===== src/rtl/mac_pe.sv =====
// rtl/mac_pe.sv - output-stationary MAC processing element; optional saturation via MAC_PE_SAT_EN
module mac_pe #(
    parameter int DATA_W     = 8,
    parameter int ACC_W      = 32,
    parameter int MUL_STAGES = 2,
    parameter int SIGNED     = 1
) (
    input  logic              clk,
    input  logic              rst,
    input  logic              en,
    input  logic [DATA_W-1:0] a_in,
    input  logic              a_vld_in,
    input  logic              a_last_in,
    input  logic [DATA_W-1:0] b_in,
    output logic [DATA_W-1:0] a_out,
    output logic              a_vld_out,
    output logic              a_last_out,
    output logic [DATA_W-1:0] b_out,
    output logic [ACC_W-1:0]  c_out,
    output logic              c_vld,
    output logic              c_ovf
);

    localparam int PW = 2 * DATA_W;

    logic [DATA_W-1:0] r_a;
    logic [DATA_W-1:0] r_b;
    logic              r_vld;
    logic              r_last;

    logic signed [PW-1:0] w_a_x;
    logic signed [PW-1:0] w_b_x;
    logic [PW-1:0]        w_prod;

    logic [PW-1:0]         r_p [MUL_STAGES];
    logic [MUL_STAGES-1:0] r_pv;
    logic [MUL_STAGES-1:0] r_pl;

    logic [PW-1:0]    w_p_t;
    logic             w_tv;
    logic             w_tl;
    logic [ACC_W-1:0] w_p_ext;
    logic [ACC_W-1:0] w_base;
    logic [ACC_W-1:0] w_sum;

    logic [ACC_W-1:0] r_acc;
    logic             r_empty;
    logic [ACC_W-1:0] r_c;
    logic             r_cv;

    // Input stage: these registers double as the east/south forwarding outputs
    always_ff @(posedge clk) begin
        if (rst) begin
            r_a    <= '0;
            r_b    <= '0;
            r_vld  <= 1'b0;
            r_last <= 1'b0;
        end else if (en) begin
            r_a    <= a_in;
            r_b    <= b_in;
            r_vld  <= a_vld_in;
            r_last <= a_last_in;
        end
    end

    assign a_out      = r_a;
    assign b_out      = r_b;
    assign a_vld_out  = r_vld;
    assign a_last_out = r_last;

    // Operands are widened to the full product width first so the low PW bits
    // of the multiply are correct for either signedness.
    generate
        if (SIGNED != 0) begin : g_signed
            assign w_a_x   = PW'($signed(r_a));
            assign w_b_x   = PW'($signed(r_b));
            assign w_p_ext = ACC_W'($signed(w_p_t));
        end else begin : g_unsigned
            assign w_a_x   = PW'(r_a);
            assign w_b_x   = PW'(r_b);
            assign w_p_ext = ACC_W'(w_p_t);
        end
    endgenerate

    assign w_prod = w_a_x * w_b_x;

    // Multiplier pipeline: product travels with its valid tag and a last tag
    // that is only set for valid pairs
    always_ff @(posedge clk) begin
        if (rst) begin
            r_pv <= '0;
            r_pl <= '0;
            for (int i = 0; i < MUL_STAGES; i++) begin
                r_p[i] <= '0;
            end
        end else if (en) begin
            r_p[0]  <= w_prod;
            r_pv[0] <= r_vld;
            r_pl[0] <= r_vld & r_last;
            for (int i = 1; i < MUL_STAGES; i++) begin
                r_p[i]  <= r_p[i-1];
                r_pv[i] <= r_pv[i-1];
                r_pl[i] <= r_pl[i-1];
            end
        end
    end

    assign w_p_t = r_p[MUL_STAGES-1];
    assign w_tv  = r_pv[MUL_STAGES-1];
    assign w_tl  = r_pl[MUL_STAGES-1];

    // An empty accumulator adds to zero, which loads the first product directly
    assign w_base = r_empty ? '0 : r_acc;

`ifdef MAC_PE_SAT_EN
    logic [ACC_W:0] w_sum_x;
    logic           w_clamp;
    logic           r_sticky;
    logic           r_ovf;

    // Widened add, then clamp to the representable range on overflow
    always_comb begin
        w_sum_x = '0;
        w_clamp = 1'b0;
        w_sum   = '0;
        if (SIGNED != 0) begin
            w_sum_x = {w_base[ACC_W-1], w_base} + {w_p_ext[ACC_W-1], w_p_ext};
            w_clamp = w_sum_x[ACC_W] ^ w_sum_x[ACC_W-1];
            if (!w_clamp) begin
                w_sum = w_sum_x[ACC_W-1:0];
            end else if (w_sum_x[ACC_W]) begin
                w_sum = {1'b1, {(ACC_W-1){1'b0}}};
            end else begin
                w_sum = {1'b0, {(ACC_W-1){1'b1}}};
            end
        end else begin
            w_sum_x = {1'b0, w_base} + {1'b0, w_p_ext};
            w_clamp = w_sum_x[ACC_W];
            w_sum   = w_clamp ? '1 : w_sum_x[ACC_W-1:0];
        end
    end

    // Sticky clamp flag per stream, published with the result and cleared with empty
    always_ff @(posedge clk) begin
        if (rst) begin
            r_sticky <= 1'b0;
            r_ovf    <= 1'b0;
        end else if (en && w_tv) begin
            r_sticky <= w_tl ? 1'b0 : (r_sticky | w_clamp);
            if (w_tl) begin
                r_ovf <= r_sticky | w_clamp;
            end
        end
    end

    assign c_ovf = r_ovf;
`else
    assign w_sum = w_base + w_p_ext;
    assign c_ovf = 1'b0;
`endif

    // Accumulator tail: a last-tagged product publishes the sum and re-arms empty
    always_ff @(posedge clk) begin
        if (rst) begin
            r_acc   <= '0;
            r_empty <= 1'b1;
            r_c     <= '0;
            r_cv    <= 1'b0;
        end else if (en) begin
            r_cv <= w_tv & w_tl;
            if (w_tv) begin
                r_acc   <= w_sum;
                r_empty <= w_tl;
                if (w_tl) begin
                    r_c <= w_sum;
                end
            end
        end
    end

    assign c_out = r_c;
    assign c_vld = r_cv;

endmodule


===== config.mk =====
export PLATFORM = sky130hd
export DESIGN_NAME = mac_pe
export DESIGN_NICKNAME = d
export VERILOG_FILES = /design/src/rtl/mac_pe.sv
export SDC_FILE = /design/constraint.sdc
export NUM_CORES = 1
export LEC_CHECK = 0
export BUFFER_PORTS_ARGS = -buffer_cell sky130_fd_sc_hd__buf_2
export CAP_MARGIN = 0
export CORE_AREA = 8 8 130 132
export CTS_CLUSTER_SIZE = 40
export DETAILED_ROUTE_END_ITERATION = 16
export DIE_AREA = 0 0 138 140
export GPL_TIMING_DRIVEN = 0
export PLACE_DENSITY_LB_ADDON = 0.1
export SETUP_SLACK_MARGIN = 0.3
export SLEW_MARGIN = 5
export SYNTH_ARGS = -nofsm -noshare
export SYNTH_HDL_FRONTEND = slang
export SYNTH_SLANG_ARGS = --single-unit

===== constraint.sdc =====
create_clock -name clk -period 12.7 [get_ports clk]
set_input_delay 1.27 -clock clk [delete_from_list [all_inputs] [get_ports clk]]
set_output_delay 1.27 -clock clk [all_outputs]
set_load 0.01 [all_outputs]

# ---- Yosys cells after proc, flatten, opt, wreduce, memory -nomap -nowiden
# Memories as Yosys holds them, arrays and structs flattened.
# Index checks and enable logic that the tools add are counted.
dict set report op_classes {
  addsub 1
  reduce_logical 2
  muxes 8
  multipliers 1
  bitwise 4
}
# operator count
set ops {}
lappend ops {{32-bit adder} 1}
lappend ops {{16-bit 2-to-1 mux} 2}
lappend ops {{32-bit 2-to-1 mux} 1}
lappend ops {{8-bit by 8-bit multiplier with 16-bit output} 1}
lappend ops {{1-bit 2-to-1 mux} 5}
lappend ops {{3-bit AND reduction} 1}
lappend ops {{1-bit AND} 2}
lappend ops {{1-bit bitwise OR} 2}
lappend ops {{2-bit AND reduction} 1}
dict set report word_totals {
  mem_bits_rw 32
  memories 1
  output_inout_bits 52
  register_bits 88
}
# memory depth width read_ports rd_clocked_by_memory_dff wr line_no
set memory_table {}
lappend memory_table {r_p 2 16 2 0 2 35} ;# logic [PW-1:0] r_p [MUL_STAGES];

# ---- Longest topological paths before layout
dict set report depth {
  depth_word 4
  ltp_mapped 18
}

# ---- Worst setup path after synthesis
# No wires, ideal clock.
dict set report synth_timing {
  kind {reg-to-reg}
  from {register r_a[7], in the netlist a_out[7]}
  to {memory r_p[0][14] (netlist name), data pin}
  required_ns 12.437
  path_slack_ns 8.315
  period_less_slack_ns 4.385
  arrival_time_ns 4.123
  n_path_buf 1
  stages_incl_launch_ff 17
  cell_sequence {dfxtp_1 -> clkbuf_1 -> nand2_1 -> fa_1 -> inv_1 -> fa_1 -> fa_1 -> inv_1 -> fa_1 -> inv_1 -> ha_1 -> o21ai_0 -> a21oi_1 -> o41ai_1 -> o21ai_0 -> xnor2_1 -> nor2_1}
}
# element line_no
set synth_rtl {}
lappend synth_rtl {{start, declared} 26} ;# logic [DATA_W-1:0] r_a;
lappend synth_rtl {{start signal, assigned} 59} ;# r_a <= a_in;
lappend synth_rtl {{end, declared} 35}

==> metrics <==
met2 Track Usage GR 40.61%; slowest stage delay, CP around 0.59 ns; min-delay src c_out[26]; I/O Buffers 69; core area 14860 µm²; register area share after synthesis 31.04%; flops & latches, synth 120; area grow syn2layout 13.52%; Peak VDD IR between 0.09 and 0.1 mV; CP arrival 5.05 ns; Worst Clk Skew a little over 0.007 ns; DRT antenna net count 0; Slew Limit Fails 0; layout cells sized above 1 11.51%; Register-to-Register Setup Slack 7.80 ns; maximum clock insertion buffer count 2; # setup viols final 0; Synth async-reset ratio 0%; met3 Use GR 3.989%; Design Area, Final 9957 µm²; crit start category flop; first-pass GRT wire length 35420 µm; Post-Route WL 21900 µm; DR vias between 7000 and 8000; Place WS 7.813 ns; vias per inst between 5 and 6; Resize count post-CTS 0; R2R depth 16; pin count of the biggest net entering global routing 34; r2r endpoint r_p[0][14]; status finished, final reports clean; Reg-to-Reg Start a_out[7]; GRT Total Usage 22.55%; Ys Warns 0; grt ovf 0; Worst Max-Slew Pin Slew ~0.9 ns; n_diodes 0; Fillers approximately 1300; Finished Layout Cells 1274; critical-path cell list clkbuf_1, nand2_1, fa_1, inv_1, fa_1, fa_1, inv_1, fa_1, inv_1, ha_1, o21ai_0, a21oi_1, o41ai_1, o21ai_0, xnor2_1, nor2_1; First DRT Iteration DRCs 407; H-tree depth 4; synth unique cells 71; RSZ-0062 raised after global routing false; Syn Area/Cell about 9 µm²; slew margin rel. 38.40%; DRC violations left 0; die height 140 µm; fmax 204.3 MHz; post-synth net total 1122; Die W 138 µm; worst setup margin 7.805 ns; DR WL/cell 17.19 µm; vias in the first global route approximately 7100; CTS tree done; CTS clk-pin slew, worst paths approximately 0.060 ns; Setup Fix Bufs, Post-CTS 0; Hold WS ~0.44 ns; critical path's top delay family adder cells; Most Crowded Layer GR met2; Setup TNS 0 ns; crit-path most repeated cell fa_1; cts bufs inserted 17; Layout Nets 1210; placer congestion estimate 0.9192; max-cap viol count 0; Clock Root Buffer clkbuf_16; Mapped Area 8771 µm²; Initial Util slightly below 60%; Pleak 4.474 nW; # rows 45; total I/O pin count 73; DRT Pass-1 Iters 5; CP Buf/Inv Count 4; Post-CTS Hold Buffers 0; ys flop type dfxtp_1; Final Hold Vio Count 0; CP max-delay cell fa_1; Clock Sink Count 120; initial antenna violation count 0; Hold EP c_out[26]; HP Class reg2reg; critical path fanouts, max 9; hpwl dp approximately 17000 µm; CP endpoint kind flop; final period utilization 38.55%; global-route met1 utilization 25.83%; minimum clock period after layout 4.895 ns; Post-Place Cells 1242; EDFF count, synth 32; pwr dens ~100 nW/µm²; Crit Path Class reg2reg; WP data required 12.86 ns; hold path depth 2; Post-Synthesis Cells approximately 990; die area 19320 µm²; DP Area 9351 µm²; Skew-Pair Late Insertion Delay 0.42 ns
==> stage by stage <==
stage	power [mW]	util (%)
floorplan	0.5173	-
global placement	0.5543	62.91
detailed placement	0.5563	62.91
CTS	1.044	66.99
global route	1.074	66.99
finish	1.037	66.99
==> report_power, final <==
group	total, mW	internal, mW	switching [mW]	leakage (nW)
sequential	0.418	0.406	0.0122	1.07
combinational	0.130	0.0504	0.0801	3.12
clock	0.489	0.317	0.171	0.285
==> Yosys cell counts, types with 7 or more instances <==
cell type,instances,share of area [%]
nand2_1,101,4.3
nor2_1,60,2.6
buf_2,9,0.51
xnor2_1,29,2.9
edfxtp_1,32,11
a211oi_1,9,0.77
a21o_1,9,0.77
ha_1,60,8.6
dfxtp_1,88,20
nand2b_1,13,0.93
and2_1,62,4.4
o21ai_0,44,2.5
inv_1,97,4.2
mux2i_1,23,2.6
nor3_1,15,0.86
nor2b_1,35,2.5
a21oi_1,57,3.3
nand4_1,15,1.1
and3_1,7,0.50
fa_1,56,13
xor2_1,12,1.2
clkbuf_1,33,1.4
a22o_1,15,1.5
nand3_1,18,1.0
==> how the worst max path moves through the flow <==
stage	from	to	cells past startpoint
6_report	a_out[7]	r_p[0][14]	16
5_1_grt	b_out[4]	r_p[0][14]	17
4_1_cts	a_out[7]	r_p[0][14]	16
3_5_place_dp	a_out[7]	r_p[0][14]	16
3_3_place_gp	a_out[7]	r_p[0][14]	16
2_1_floorplan	a_out[7]	r_p[0][14]	16
==> cell type report <==
type,instances,area [µm²],share of cell area [%]
Tap cell,188,235.2,2.362
Multi-Input combinational cell,718,5474,54.98
Clock buffer,19,454.2,4.561
Inverter,98,367.9,3.694
Timing Repair Buffer,69,345.3,3.468
Buffer,49,206.4,2.073
Sequential cell,120,2723,27.34
Clock inverter,13,151.4,1.520
==> flip-flops by register name (all words and copies together), names as in the netlist <==
signal / count
c_out: 32
r_pl: 2
r_empty: 1
b_out: 8
r_pv: 2
r_p: 32
a_last_out: 1
r_acc: 32
a_vld_out: 1
a_out: 8
c_vld: 1
==> placed cells by master (no fill, tap or decap), drive strengths merged, types with 4 or more instances in the layout <==
| master | instances |
|---|---|
| nand2 | 102 |
| inv | 97 |
| dfxtp | 88 |
| buf | 85 |
| and2 | 62 |
| nor2 | 60 |
| ha | 60 |
| a21oi | 58 |
| fa | 56 |
| clkbuf | 52 |
| o21ai | 46 |
| nor2b | 35 |
| edfxtp | 32 |
| xnor2 | 29 |
| mux2i | 23 |
| nand3 | 18 |
| nor3 | 15 |
| nand4 | 15 |
| a22o | 15 |
| nand2b | 13 |
| xor2 | 12 |
| a21o | 10 |
| a211oi | 9 |
| and3 | 7 |
| clkinv | 7 |
| nor4 | 6 |
| o211ai | 6 |
| o21bai | 6 |
| o21a | 5 |
| clkinvlp | 4 |
==> layer usage <==
metal	wire length [µm]	vias up
li1	-	3528
met1	9078	3499
met2	11220	195
met3	992	42
met4	612	0
met5	0	-
==> cell families (layout without fill, tap and decap cells) <==
group | Yosys count | after routing | synth area share (%)
buffers and inverters | 147 | 248 | 6.548
xor gates and xnor gates | 41 | 41 | 4.094
muxes | 23 | 23 | 2.625
and+or+nand+nor | 344 | 344 | 19.66
DFF | 120 | 120 | 31.04
adders and majority gates | 116 | 116 | 21.34
AOI/OAI and AO/OA | 193 | 193 | 14.65
other | 1 | 1 | 0.04275
==> tightest hold or removal path, cell delays in order, from the launching register on <==
cell and delay (ns):
dfxtp_1 0.30, nand2_1 0.05, o21ai_1 0.05
(Power assumes the default switching activity.)
